===== config.mk =====
export PLATFORM = sky130hd
export DESIGN_NAME = vid_tim_ctrl
export DESIGN_NICKNAME = d
export VERILOG_FILES = /design/src/rtl/vid_tim_pkg.sv /design/src/rtl/vid_tim_regs.sv /design/src/rtl/vid_tim_ctrl.sv
export SDC_FILE = /design/constraint.sdc
export NUM_CORES = 1
export LEC_CHECK = 0
export ABC_CLOCK_PERIOD_IN_PS = 3050
export BUFFER_PORTS_ARGS = -buffer_cell sky130_fd_sc_hd__buf_2
export CORE_AREA = 2 2 185 187
export DETAILED_ROUTE_END_ITERATION = 8
export DIE_AREA = 0 0 187 189
export PLACE_DENSITY_LB_ADDON = 0.25
export SYNTH_ARGS = -nofsm -noshare
export SYNTH_HDL_FRONTEND = slang
export SYNTH_SLANG_ARGS = --single-unit

===== constraint.sdc =====
create_clock -name clk -period 3.05 [get_ports clk]
set_input_delay 0.4575 -clock clk [delete_from_list [all_inputs] [get_ports clk]]
set_output_delay 0.4575 -clock clk [all_outputs]
set_load 0.1 [all_outputs]

===== src/rtl/vid_tim_pkg.sv =====
// Shared types and constants for the video timing controller.
package vid_tim_pkg;

   // One-hot sequencer states
   typedef enum logic [3:0] {
      StIdle  = 4'b0001,
      StLoad  = 4'b0010,
      StRun   = 4'b0100,
      StDrain = 4'b1000
   } state_e;

   // Register map
   localparam logic [2:0] CTRL_A  = 3'd0;
   localparam logic [2:0] HSYNC_A = 3'd1;
   localparam logic [2:0] HGATE_A = 3'd2;
   localparam logic [2:0] HLEN_A  = 3'd3;
   localparam logic [2:0] VSYNC_A = 3'd4;
   localparam logic [2:0] VGATE_A = 3'd5;
   localparam logic [2:0] VLEN_A  = 3'd6;
   localparam logic [2:0] PDIV_A  = 3'd7;

   // CTRL bit positions
   localparam int unsigned EN_B     = 0;
   localparam int unsigned SINGLE_B = 1;

   // Timing parameters; same layout for the shadow and active copies
   typedef struct packed {
      logic [7:0]  h_tgdel;
      logic [7:0]  h_tsync;
      logic [15:0] h_tgate;
      logic [15:0] h_tlen;
      logic [7:0]  v_tgdel;
      logic [7:0]  v_tsync;
      logic [15:0] v_tgate;
      logic [15:0] v_tlen;
   } tim_par_t;

   // States in which the cores are counting
   function automatic logic is_active(state_e s);
      return (s == StRun) || (s == StDrain);
   endfunction

endpackage


===== src/rtl/vid_tim_regs.sv =====
// Double-buffered timing parameters: writes land in the shadow copy, the
// active copy follows only when the sequencer requests an apply.
module vid_tim_regs
   import vid_tim_pkg::*;
#(
   parameter int unsigned DIV_W = 4  // must not exceed 16
) (
   input  logic             clk,
   input  logic             rst,
   input  logic             we,
   input  logic [2:0]       addr,
   input  logic [15:0]      wdata,
   input  logic             apply,
   output tim_par_t         act,
   output logic [DIV_W-1:0] act_div,
   output logic             upd_pend
);

   tim_par_t         shd;
   logic [DIV_W-1:0] shd_div;
   logic             par_wr;

   assign par_wr = we && (addr != CTRL_A);

   // Apply copies the pre-write shadow; a colliding write stays pending
   always_ff @(posedge clk) begin
      if (rst) begin
         shd      <= '0;
         shd_div  <= '0;
         act      <= '0;
         act_div  <= '0;
         upd_pend <= 1'b0;
      end else begin
         if (apply) begin
            act      <= shd;
            act_div  <= shd_div;
            upd_pend <= 1'b0;
         end
         if (par_wr) begin
            upd_pend <= 1'b1;
            case (addr)
               HSYNC_A: begin
                  shd.h_tgdel <= wdata[15:8];
                  shd.h_tsync <= wdata[7:0];
               end
               HGATE_A: shd.h_tgate <= wdata;
               HLEN_A:  shd.h_tlen  <= wdata;
               VSYNC_A: begin
                  shd.v_tgdel <= wdata[15:8];
                  shd.v_tsync <= wdata[7:0];
               end
               VGATE_A: shd.v_tgate <= wdata;
               VLEN_A:  shd.v_tlen  <= wdata;
               PDIV_A:  shd_div     <= wdata[DIV_W-1:0];
               default: ;
            endcase
         end
      end
   end

endmodule


===== src/rtl/vid_tim_ctrl.sv =====
// Sequencer for a horizontal/vertical timing core pair: frame-level start,
// stop and single-step, pixel-rate divider, status counters.
module vid_tim_ctrl
   import vid_tim_pkg::*;
#(
   parameter int unsigned DIV_W = 4
) (
   input  logic        clk,
   input  logic        rst,
   input  logic        cfg_we,
   input  logic [2:0]  cfg_addr,
   input  logic [15:0] cfg_wdata,
   output logic [7:0]  h_tsync,
   output logic [7:0]  h_tgdel,
   output logic [15:0] h_tgate,
   output logic [15:0] h_tlen,
   output logic [7:0]  v_tsync,
   output logic [7:0]  v_tgdel,
   output logic [15:0] v_tgate,
   output logic [15:0] v_tlen,
   output logic        core_clr,
   output logic        h_ena,
   output logic        v_ena,
   input  logic        h_done,
   input  logic        v_done,
   output logic        busy,
   output logic        upd_pend,
   output logic        frame_irq,
   output logic [15:0] line_cnt,
   output logic [15:0] frame_cnt
);

   state_e           state;
   logic             en;
   logic             en_d;
   logic             single;
   logic [DIV_W-1:0] dc;
   logic [DIV_W-1:0] act_div;
   tim_par_t         act;
   logic             running;
   logic             ctrl_wr;
   logic             apply;

   assign running = is_active(state);
   assign ctrl_wr = cfg_we && (cfg_addr == CTRL_A);
   assign apply   = (state == StLoad) || ((state == StRun) && v_done && upd_pend);

   vid_tim_regs #(
      .DIV_W (DIV_W)
   ) u_regs (
      .clk      (clk),
      .rst      (rst),
      .we       (cfg_we),
      .addr     (cfg_addr),
      .wdata    (cfg_wdata),
      .apply    (apply),
      .act      (act),
      .act_div  (act_div),
      .upd_pend (upd_pend)
   );

   assign h_tsync = act.h_tsync;
   assign h_tgdel = act.h_tgdel;
   assign h_tgate = act.h_tgate;
   assign h_tlen  = act.h_tlen;
   assign v_tsync = act.v_tsync;
   assign v_tgdel = act.v_tgdel;
   assign v_tgate = act.v_tgate;
   assign v_tlen  = act.v_tlen;

   // Pixel enable and per-line vertical enable, decoded from state
   assign h_ena = running && (dc == '0);
   assign v_ena = running && h_done;

   // Next value of en: writes ignored while draining, self-clear ends a single frame
   always_comb begin
      en_d = en;
      if (ctrl_wr && (state != StDrain)) begin
         en_d = cfg_wdata[EN_B];
      end
      if ((state == StRun) && v_done && single) begin
         en_d = 1'b0;
      end
   end

   // Sequencer, divider and status counters
   always_ff @(posedge clk) begin
      if (rst) begin
         state     <= StIdle;
         en        <= 1'b0;
         single    <= 1'b0;
         core_clr  <= 1'b0;
         busy      <= 1'b0;
         frame_irq <= 1'b0;
         line_cnt  <= '0;
         frame_cnt <= '0;
         dc        <= '0;
      end else begin
         en        <= en_d;
         core_clr  <= 1'b0;
         frame_irq <= running && v_done;
         if (ctrl_wr) begin
            single <= cfg_wdata[SINGLE_B];
         end

         unique case (state)
            StIdle: begin
               if (en_d) begin
                  state    <= StLoad;
                  core_clr <= 1'b1;
                  busy     <= 1'b1;
               end
            end
            StLoad: begin
               state    <= StRun;
               dc       <= '0;
               line_cnt <= '0;
            end
            StRun: begin
               if (v_done && single) begin
                  state <= StIdle;
                  busy  <= 1'b0;
               end else if (!en) begin
                  state <= StDrain;
               end
            end
            StDrain: begin
               if (v_done) begin
                  state <= StIdle;
                  busy  <= 1'b0;
               end
            end
            default: begin
               state <= StIdle;
               busy  <= 1'b0;
            end
         endcase

         if (running) begin
            // >= keeps the wrap safe if the divisor ever shrinks under a running count
            dc <= (dc >= act_div) ? '0 : dc + 1'b1;
            if (v_done) begin
               line_cnt  <= '0;
               frame_cnt <= frame_cnt + 16'd1;
            end else if (h_done) begin
               line_cnt <= line_cnt + 16'd1;
            end
         end
      end
   end

endmodule


==> out/results.tsv <==
metric	value	unit
syn_inst	1167	
synthFlopType	dfxtp_1	
slew_headroom	45.9	%
synth_top_area_share	53.3	%
switchingPower	0.00174	W
tns	0	ns
cts.sinks	246	
ir_drop	0.401	mV
gp_congestion	0.779	
muxShareOfSynthArea	0.650	%
synth-edff-count	0	
cts-resized-gates	0	
ys_ff_latch	246	
synthAdderAreaFrac	1.08	%
path_buf_inv	3	
design.core.area	33300	µm²
swShare	25.1	%
hold_buffers	0	
placementRows	67	
die-area	35300	µm²
worstPathMaxFanout	11	
firstDrtPassIters	6	
rsz0062_at_grt	no	
overflow	0	
synth_area_leader_cell	dfxtp_1	
synth_compound_area_share	15.5	%
drv_slew	0	
drive_above_1_share	16.6	%
period_share	88.4	%
cp.arrival	2.24	ns
io_pins	158	
cts_root_buf	clkbuf_16	
antenna_found_initial	0	
leakagePower	4.18	nW
syn2layout_area_growth	22.6	%
ys_seq_area_share	53.3	%
insertion_delay	0.56	ns
path_class	reg2out	
tightest_slew	0.800	ns
clock_path_buffers	3	
clkPwrFrac	46.1	%
status	finished, final reports clean	
syn_area	9240	µm²
synthSimpleGateAreaFrac	24.5	%
cts_buffers	28	
grt_max_degree	101	
synth_xor_area_share	1.04	%
antenna_cells	0	
die_width	187	µm
first_global_vias	7307	
dp_hpwl	17100	µm
power.total	0.00692	W
yosysWarningCount	0	
vias	8151	
hold_class	in2reg	
cp-start-kind	flip-flop	
grt_use_total	14.7	%
finClkSkew	0.0336	ns
ys_top_cells_by_area	dfxtp_1 (53%), nand2_1 (17%), a21oi_1 (12%), clkbuf_1 (2.8%), ha_1 (1.1%)	
maxCapViolations	0	
drc	0	
intPower	0.00519	W
drt-total-wl	27200	µm
synth_cell_type_count	48	
viasPerCell	4.65	
ant_nets	0	
finalCriticalPeriod	2.70	ns
fin_util	34.1	%
grt_pass1_wl	41900	µm
power.share.combinational	6.1	%
synth_top_family_by_area	simple AND/OR/NAND/NOR gates	
die_h	189	µm
htreeDepth	1	
path_delay_family	buffers and inverters	
start_util	27.8	%
syn-num-nets	1199	
powerDensity	611	nW/µm²
numPortBuffers	157	
fill_cells	3561	
clk_pin_slew	0.06	ns
cp.required	2.59	ns
finalSetupViolCount	0	
cpPeakStageDelay	0.59	ns
dr.first_iter.drc_count	550	
finalHoldViolations	0	
avgSynthCellArea	7.92	µm²
wire_per_inst	15.5	µm
ys_async_sr_fraction	0	%
nets	1322	
seqPwrFrac	47.8	%
worst_path_max_delay_cell	dfxtp_1	
max_freq	0.371	GHz
worstPathCellList	xor2_1 > buf_4 > nand2_1 > inv_1 > buf_2	
postCtsSetupBuffers	0	
worst_setup_path_end_kind	output port	
cts_tree	built	
-- through the flow --
step / hold slack [ns] / instances / area [µm²] / worst slack, ns
5_1_grt: 0.204 / 1754 / 11300 / 0.240
3_3_place_gp: 0.439 / 1708 / 10500 / 0.851
4_1_cts: 0.184 / 1754 / 11300 / 0.324
6_report: 0.215 / 1754 / 11300 / 0.354
3_5_place_dp: 0.443 / 1708 / 10500 / 0.800
2_1_floorplan: 0.432 / 1167 / 9250 / 0.590
-- synth_stat cells, drive strengths merged (4+ instances only) --
| library cell | number |
|---|---|
| nor2 | 25 |
| mux2i | 6 |
| ha | 8 |
| nand3 | 17 |
| and3 | 4 |
| nor2b | 5 |
| xnor2 | 4 |
| o31ai | 7 |
| a21oi | 226 |
| and2 | 4 |
| clkbuf | 70 |
| inv | 14 |
| nand2b | 7 |
| o211ai | 5 |
| nand2 | 418 |
| nor4b | 4 |
| nor3 | 9 |
| nand4 | 11 |
| or3 | 13 |
| xor2 | 7 |
| or4 | 8 |
| buf | 7 |
| o21ai | 9 |
| dfxtp | 246 |
-- worst paths after layout --
check                                      end     startpoint  slack, ns  cells after the start
worst min-delay path            u_regs.shd[15]  cfg_wdata[15]       0.22                      3
worst max register to register   frame_cnt[11]       state[0]       0.80                      4
worst max-delay path                     v_ena       state[3]       0.35                      5
worst min register to register   u_regs.act[3]  u_regs.shd[3]       0.45                      2
-- layout by cell type, fill, tap and decap left out, types with 8 or more instances in the layout --
cell type,count
nand2_1,418
dfxtp_1,246
a21oi_1,226
buf_2,156
clkbuf_16,28
nor2_1,25
nand3_1,17
inv_1,14
or3_1,13
nand4_1,11
o21ai_0,9
buf_4,9
or4_1,8
ha_1,8
-- layout make-up --
class                           count  area, µm²  area share, %
Sequential cell                   246       4920           43.5
Multi-Input combinational cell    830       3990           35.2
Inverter                           14       52.6          0.464
Timing Repair Buffer              170        940           8.29
Clock inverter                     11        120           1.06
Clock buffer                       35        747           6.59
Tap cell                          448        561           4.95
-- cells by family (layout without fill, tap and decap cells) --
family,Yosys count,after routing
AOI/OAI and AO/OA,267,267
xor gates and xnor gates,11,11
adders and majority gates,8,8
buffers and inverters,91,230
DFF,246,246
muxes,6,6
and+or+nand+nor,538,538
-- worst reg2reg max path, cell delays in order (launching register included) --
cell     delay (ns)
dfxtp_1        0.41
or2_1          0.34
or4_1          0.74
or4_1          0.54
a21oi_1        0.15
-- per-layer routing --
| metal | wire length [µm] | GRT usage, % | vias to the layer above |
|---|---|---|---|
| li1 | - | - | 4139 |
| met1 | 12900 | 20.4 | 3825 |
| met2 | 12600 | 24.0 | 163 |
| met3 | 1330 | 2.54 | 24 |
| met4 | 340 | 3.48 | 0 |
| met5 | 0 | 0 | - |
-- registers in the layout, summed over array words and instances (netlist names), 4 cells and up --
signal / count
dc: 4
frame_cnt: 16
line_cnt: 16
state: 4
u_regs.act: 96
u_regs.act_div: 4
u_regs.shd: 96
u_regs.shd_div: 4
-- power groups by stage --
stage,clock (W),sequential (W),combinational [W]
4_1_cts,0.00331,0.00331,0.000425
3_3_place_gp,0,0.00338,0.000419
2_1_floorplan,0,0.00338,0.000268
3_5_place_dp,0,0.00338,0.000424
5_1_grt,0.00343,0.00331,0.000459
6_report,0.00319,0.00331,0.000421
Power figures use the tool's default switching activity.
